===== src/rtl/alu_div.sv =====
// Iterative radix-2 restoring divider for RV64M DIV/DIVU/REM/REMU and the W forms.
// Optional feature macro: DIV_SPECIAL_BYPASS_EN (divide-by-zero / overflow retire without CALC).
module alu_div (
  input  logic        clk,
  input  logic        rst,
  input  logic        in_valid_i,
  output logic        in_ready_o,
  input  logic        div_signed_i,
  input  logic        rem_sel_i,
  input  logic        div32_valid_i,
  input  logic [63:0] dividend_i,
  input  logic [63:0] divisor_i,
  input  logic        flush_i,
  output logic        out_valid_o,
  input  logic        out_ready_i,
  output logic [63:0] div_out_o,
  output logic        busy_o
);
  localparam int XLEN = 64;

  typedef enum logic [1:0] {IDLE, CALC, DONE} state_t;

  state_t          state;
  logic [XLEN-1:0] rem_r;
  logic [XLEN-1:0] quo_r;
  logic [XLEN-1:0] dvsr_r;
  logic [6:0]      cnt_r;
  logic            rem_sel_r;
  logic            w_r;
  logic            neg_quo_r;
  logic            neg_rem_r;
`ifndef DIV_SPECIAL_BYPASS_EN
  logic            special_r;
  logic [XLEN-1:0] spec_res_r;
`endif

  // Operand preparation, evaluated against the live inputs at the accept edge.
  logic            a_neg, b_neg;
  logic [XLEN-1:0] a_abs, b_abs, a_ext, a_load, b_load;
  logic            in_div_zero, in_ovf, in_special;
  logic [XLEN-1:0] spec_res;

  always_comb begin
    // NOTE: every signal driven here is assigned on every path, so no latch is inferred.
    a_neg = div_signed_i & (div32_valid_i ? dividend_i[31] : dividend_i[63]);
    b_neg = div_signed_i & (div32_valid_i ? divisor_i[31]  : divisor_i[63]);
    a_abs = a_neg ? -dividend_i : dividend_i;
    b_abs = b_neg ? -divisor_i  : divisor_i;
    a_ext = div32_valid_i ? {{32{dividend_i[31]}}, dividend_i[31:0]} : dividend_i;
    if (div32_valid_i) begin
      // W dividend sits in the upper half so that 32 shifts move all of it into rem.
      a_load      = {a_abs[31:0], 32'b0};
      b_load      = {32'b0, b_abs[31:0]};
      in_div_zero = (divisor_i[31:0] == 32'b0);
      in_ovf      = div_signed_i & (dividend_i[31:0] == 32'h8000_0000)
                                 & (divisor_i[31:0] == 32'hFFFF_FFFF);
    end else begin
      a_load      = a_abs;
      b_load      = b_abs;
      in_div_zero = (divisor_i == '0);
      in_ovf      = div_signed_i & (dividend_i == {1'b1, {(XLEN-1){1'b0}}})
                                 & (divisor_i == '1);
    end
    in_special = in_div_zero | in_ovf;
    if (in_div_zero) spec_res = rem_sel_i ? a_ext : '1;
    else             spec_res = rem_sel_i ? '0 : a_ext;
  end

  // One restoring step: shift {rem,quo} left, subtract the divisor when it fits.
  logic [XLEN:0]   shifted, diff;
  logic [XLEN-1:0] rem_step, quo_step;

  always_comb begin
    shifted = {rem_r, quo_r[XLEN-1]};
    diff    = shifted - {1'b0, dvsr_r};
    if (!diff[XLEN]) begin
      rem_step = diff[XLEN-1:0];
      quo_step = {quo_r[XLEN-2:0], 1'b1};
    end else begin
      rem_step = shifted[XLEN-1:0];
      quo_step = {quo_r[XLEN-2:0], 1'b0};
    end
  end

  // Sign fix of the finished magnitudes; W results re-extend from bit 31.
  logic [XLEN-1:0] q_fix, r_fix, sel_fix, fix_res;

  always_comb begin
    q_fix   = neg_quo_r ? -quo_r : quo_r;
    r_fix   = neg_rem_r ? -rem_r : rem_r;
    sel_fix = rem_sel_r ? r_fix : q_fix;
    fix_res = w_r ? {{32{sel_fix[31]}}, sel_fix[31:0]} : sel_fix;
  end

  always_ff @(posedge clk or posedge rst) begin
    // NOTE: sequential state uses non-blocking assignments so every register samples pre-edge values.
    if (rst) begin
      state     <= IDLE;
      rem_r     <= '0;
      quo_r     <= '0;
      dvsr_r    <= '0;
      cnt_r     <= '0;
      rem_sel_r <= 1'b0;
      w_r       <= 1'b0;
      neg_quo_r <= 1'b0;
      neg_rem_r <= 1'b0;
      div_out_o <= '0;
`ifndef DIV_SPECIAL_BYPASS_EN
      special_r  <= 1'b0;
      spec_res_r <= '0;
`endif
    end else if (flush_i) begin
      state <= IDLE;
    end else begin
      case (state)
        IDLE: begin
          if (in_valid_i) begin
            rem_r     <= '0;
            quo_r     <= a_load;
            dvsr_r    <= b_load;
            cnt_r     <= div32_valid_i ? 7'd32 : 7'd64;
            rem_sel_r <= rem_sel_i;
            w_r       <= div32_valid_i;
            neg_quo_r <= a_neg ^ b_neg;
            neg_rem_r <= a_neg;
`ifdef DIV_SPECIAL_BYPASS_EN
            if (in_special) begin
              state     <= DONE;
              div_out_o <= spec_res;
            end else begin
              state <= CALC;
            end
`else
            special_r  <= in_special;
            spec_res_r <= spec_res;
            state      <= CALC;
`endif
          end
        end
        CALC: begin
          if (cnt_r == 7'd0) begin
            state <= DONE;
`ifdef DIV_SPECIAL_BYPASS_EN
            div_out_o <= fix_res;
`else
            div_out_o <= special_r ? spec_res_r : fix_res;
`endif
          end else begin
            rem_r <= rem_step;
            quo_r <= quo_step;
            cnt_r <= cnt_r - 7'd1;
          end
        end
        DONE: begin
          if (out_ready_i) state <= IDLE;
        end
        default: state <= IDLE;
      endcase
    end
  end

  assign in_ready_o  = (state == IDLE);
  assign out_valid_o = (state == DONE);
  assign busy_o      = (state != IDLE);

endmodule

===== config.mk =====
export PLATFORM = sky130hd
export DESIGN_NAME = alu_div
export DESIGN_NICKNAME = d
export VERILOG_FILES = /design/src/rtl/alu_div.sv
export SDC_FILE = /design/constraint.sdc
export NUM_CORES = 2
export LEC_CHECK = 0
export BUFFER_PORTS_ARGS = -buffer_cell sky130_fd_sc_hd__buf_4
export CAP_MARGIN = 15
export CORE_UTILIZATION = 52
export DETAILED_ROUTE_END_ITERATION = 8
export PLACE_DENSITY_LB_ADDON = 0.25
export SYNTH_ARGS = -nofsm -noshare
export SYNTH_HDL_FRONTEND = slang
export SYNTH_SLANG_ARGS = --single-unit
export TNS_END_PERCENT = 50

===== constraint.sdc =====
create_clock -name clk -period 16.9 [get_ports clk]
set_input_delay 0.845 -clock clk [delete_from_list [all_inputs] [get_ports clk]]
set_output_delay 0.845 -clock clk [all_outputs]
set_load 0.03 [all_outputs]

# --- Yosys cells after proc, flatten, opt, wreduce, memory -nomap -nowiden ---
# Index checks and enable logic that the tools add are counted.
classes:
  add_sub_neg: 6
  eq_ne: 11
  n_mux: 34
  bitwise_logic: 9
  reduce_logical: 10
op_table:
  columns: ["cell", "n"]
  rows:
  - ["$mux 64", 18]
  - ["$neg 64->64", 4]
  - ["$pmux 64 s2", 2]
  - ["$eq 64x64->1 const B", 2]
  - ["$sub 65x64->65", 1]
  - ["$eq 32x32->1 const B", 2]
  - ["$logic_not 64->1", 1]
  - ["$logic_not 32->1", 1]
  - ["$mux 7", 3]
  - ["$pmux 7 s2", 1]
  - ["$reduce_and 3->1", 3]
  - ["$mux 2", 4]
  - ["$logic_not 7->1", 1]
  - ["$sub 7x1->7 const B", 1]
  - ["$and 1x1->1", 6]
  - ["$ne 3x2->1 const B", 2]
  - ["$pmux 2 s3", 1]
  - ["$mux 1", 5]
  - ["$ne 2x2->1 const B", 2]
  - ["$reduce_and 4->1", 1]
  - ["$reduce_bool 2->1", 2]
  - ["$ne 3x3->1 const B", 1]
  - ["$eq 2x1->1 const B", 1]
  - ["$eq 2x2->1 const B", 1]
  - ["4 further kinds", 4]
word_totals:
  ff_bits: 334
  input_bits: 136
  output_inout_bits: 67
  word_cells: 82

# --- Logic depth before layout (Yosys ltp) ---
logic_depth:
  depth_word: 6
  mapped_depth: 16
  depth_no_buf: 14

# --- Worst setup path after synthesis ---
# OpenSTA, ideal clock, no wires.
synth_path:
  path_type: "input port to flip-flop"
  startpoint: "input port divisor_i[15]"
  endpoint: "register spec_res_r[1]"
  setup_time_ns: 0.083
  t_arrival_ns: 3.539
  required_ns: 16.817
  slack_ns: 13.279
  cell_stages: 11
  n_path_buf: 2
  cell_sequence: "or4_1 > nor3_1 > nand2_1 > nand4b_1 > nor4_2 > nand3b_1 > o21a_1 > buf_2 > buf_4 > maj3_1 > o21ai_0"
synth_between:
  elab_chain_len: 3
  elab_cells_between_ends: 4
  classes_between: "2 x mux; 2 x reduce/logical"
synth_lines:
  columns: ["item", "line_no", "text"]
  rows:
  - ["start, declared", "12", "input logic [63:0] divisor_i,"]
  - ["$logic_not 64->1 or $logic_not 32->1 (tied branches)", "60, 54", null]
  - ["$mux 1 *", "50", "if (div32_valid_i) begin"]
  - ["$mux 64 *", "65", "if (in_div_zero) spec_res = rem_sel_i ? a_ext : '1;"]
  - ["end signal, assigned", "135", "spec_res_r <= spec_res;"]
  - ["end, declared", "34", "logic [XLEN-1:0] spec_res_r;"]
# Mark *: on every way between the ends. The rest lies on a longest branch, timed or not.
# A chain may end at the register's enable or synchronous reset.

# --- Worst setup path in the final report ---
layout_path:
  startpoint: "register quo_r[63]"
  endpoint: "register rem_r[5]"
layout_between:
  elab_chain_len: 4
layout_lines:
  columns: ["item", "line_no", "text"]
  rows:
  - ["start, declared", "25", "logic [XLEN-1:0] quo_r;"]
  - ["start signal, assigned", "119", "quo_r <= a_load;"]
  - ["start signal, assigned", "150", "quo_r <= quo_step;"]
  - ["$sub 65x64->65", "75", "diff = shifted - {1'b0, dvsr_r};"]
  - ["$mux 64", "76", "if (!diff[XLEN]) begin"]
  - ["$mux 64", "141", "if (cnt_r == 7'd0) begin"]
  - ["$pmux 64 s2", "115", "case (state)"]
  - ["end signal, assigned", "149", "rem_r <= rem_step;"]
  - ["end, declared", "24", "logic [XLEN-1:0] rem_r;"]
# No other way between the ends. The select of a mux whose other input is x is not followed.

==> run metrics <==
period utilisation layout 27.6%; fmax 214 MHz; Starting Density 52.6%; Rows 80; area delta synth->final 12.5%; via density per instance 6.31; Layout Cells excl Fill 3910; WP data arrival 5170 ps; worst-path cell chain inv_1 > ha_1 > fa_1 > nand2b_1 > a21oi_1 > o41ai_1 > nor3_1 > o21a_1 > o21ai_0 > a311oi_1 > nand3_4 > buf_4 > nor3b_1 > a21oi_1 > o21ai_0; layout cell share with drive strength beyond 1 10.9%; initial drt markers 2780; gr ovfl total 0; final worst setup slack 12230 ps; syn avg cell area 7.79 um2; Slew Limit Fails 0; worst relative slew slack 24.1%; first-pass GRT wire length 130000 um; clk slew on worst S/H paths 60 ps; TNS Setup 0 ps; die area 49000 um2; CTS tree done; pre-CTS setup slack 12110 ps; Netlist cell types 85; WP buf/inv 2; placer congestion estimate 0.982; worst vdd ir 0.0795 mV; outcome finished clean; HP Class input pin to async pin; htree depth 2; core area 47500 um2; Post-synth top cells 442 x nand2_1, 402 x o21ai_0, 334 x dfrtp_1; worst-path fanout max 87; antenna violations before repair 0; WS Path Type flip-flop to flip-flop; Power Dens Cells 175 nW/um2; DPL Wire Length 62000 um; worst slew pin tran 1140 ps; vias in the first global route 22800; met2 GRT Util 51.0%; clock sinks 334; total power 4.92 mW; area leader, netlist dfrtp_1; Bufs on Longest Clock Path 3; leak pwr 12.2 nW; Synth Register Bits 334; die width 221 um; Nets 3472; Mapped Area 25000 um2; gr busiest metal met2; RSZ-0062 raised after global routing false; total number of yosys warnings 0; routed vias 24700; Resized cells post-CTS 0; met3 Resource Use GR 4.74%; EDFF count, synth 0; Total GRT Usage 33.5%; Synth Flop Type dfrtp_1; top-count cell post-synth nand2_1; peak per-stage delay on the critical path 570 ps; Max Cap Viol 0; post-CTS setup repair buffer count 0; synth top area cells dfrtp_1 33%, o21ai_0 8.0%, nand2_1 6.6%, xnor2_1 5.7%, a21oi_1 5.0%; synthesized instance count 3210; final hold vios 0; placed cells 3836; critical path's slowest cell a311oi_1; Antenna Nets Post-Route 0; final hold slack 365 ps; Syn Nets 3418; largest net degree at the start of global routing 148; register area share after synthesis 33.4%; Routed WL 83900 um; Setup crit end kind flip-flop; Root Buffer clkbuf_16; Port-buffer cells 202; Worst Setup Start Kind flip-flop; top cell family by delay on the critical path compound AO/OA/AOI/OAI gates; DRC 0; Min Clock Period, post-route 4670 ps; I/O pin total 203; router iterations before antenna repair 6; CTS Hold Bufs 0; CP required 17390 ps; async set-reset flop share out of synthesis 100%; design area 28100 um2; Worst Clk Skew 25.2 ps; Num CTS Buffers 39; post-layout util 59.2%; GRT met1 Usage 48.8%; final setup vio count 0; chip height 221 um; Clock Latency Late Sink 580 ps; routed length per instance 21.4 um; area post-placement 26800 um2; Synth top area share 33.4%
## cell families after synthesis
group	count (synthesis)	synth area share (%)
adders and majority gates	103	4.87
xor gates and xnor gates	290	10.2
muxes	22	0.900
DFF	334	33.4
buffers and inverters	329	5.01
and+or+nand+nor	1043	19.3
AOI/OAI and AO/OA	1089	26.4
## metal layers
metal  up-vias  share of wire [%]
met2      1153                 44
met1     11700                 45
met4         0                3.4
met5         -                  0
met3       172                7.9
li1      11600                  -
## report_power, final
| group | switching, mW | total [mW] | internal [mW] | leakage [nW] |
|---|---|---|---|---|
| logic | 1.68 | 2.67 | 0.994 | 7.15 |
| registers | 0.289 | 1.36 | 1.07 | 4.35 |
| clock network | 0.363 | 0.886 | 0.523 | 0.657 |
## path summary, 6_finish.rpt
kind                       slack [ps]              to  depth (start not counted)           start
hold reg to reg                   480  spec_res_r[42]                          2  spec_res_r[42]
hold / removal                    360   div_out_o[16]                          2             rst
max in group asynchronous       14260      dvsr_r[53]                          4             rst
setup reg to reg                12230        rem_r[5]                         15       quo_r[63]
min in group clk                  480        state[1]                          2         flush_i
setup / recovery                12230        rem_r[5]                         15       quo_r[63]
## area by class of cell
class / instances / area (um2)
inverters: 108 / 413
multi-input cells: 2547 / 15500
diodes: 1 / 2.50
clock inverters: 21 / 235
clock buffers: 50 / 1100
flip-flops and latches: 334 / 8360
repair buffers: 234 / 1780
well taps: 615 / 769
fillers: 4368 / 19400
## worst reg2reg max path: cells and delay by family (launching register included)
kind / cells / cell delay, ps
AOI/OAI and AO/OA: 7 / 1600
and+or+nand+nor: 4 / 1280
adders and majority gates: 2 / 680
buffers and inverters: 2 / 620
DFF: 1 / 400
## registers in the layout (all words and copies together), names as in the netlist
| signal | flops |
|---|---|
| special_r | 1 |
| w_r | 1 |
| cnt_r | 7 |
| spec_res_r | 64 |
| dvsr_r | 64 |
| neg_rem_r | 1 |
| rem_r | 64 |
| div_out_o | 64 |
| state | 2 |
| neg_quo_r | 1 |
| quo_r | 64 |
| rem_sel_r | 1 |
## cells in the final DEF (no fill, tap or decap), types with 18 or more instances in the layout
cell / netlist / final
maj3_1: 31 / 31
a21oi_1: 249 / 249
xnor2_1: 163 / 163
a22oi_1: 28 / 28
o41ai_1: 26 / 26
nand2_1: 442 / 439
inv_1: 106 / 105
xor2_1: 127 / 127
nor2_1: 248 / 247
nand4_1: 42 / 42
nand2b_1: 29 / 29
o22ai_1: 58 / 58
a21o_1: 38 / 38
nor3_1: 56 / 55
a211oi_1: 57 / 57
buf_4: 1 / 231
ha_1: 71 / 71
clkbuf_16: 0 / 40
o31ai_1: 46 / 46
mux2i_1: 18 / 18
o211ai_1: 27 / 27
dfrtp_1: 334 / 331
nand3_1: 41 / 40
nor4_1: 31 / 31
or3_1: 32 / 32
a31oi_1: 27 / 27
or4_1: 30 / 30
nor2b_1: 24 / 23
o21ai_0: 402 / 401
Note: power is estimated with default switching activity, not from simulation.
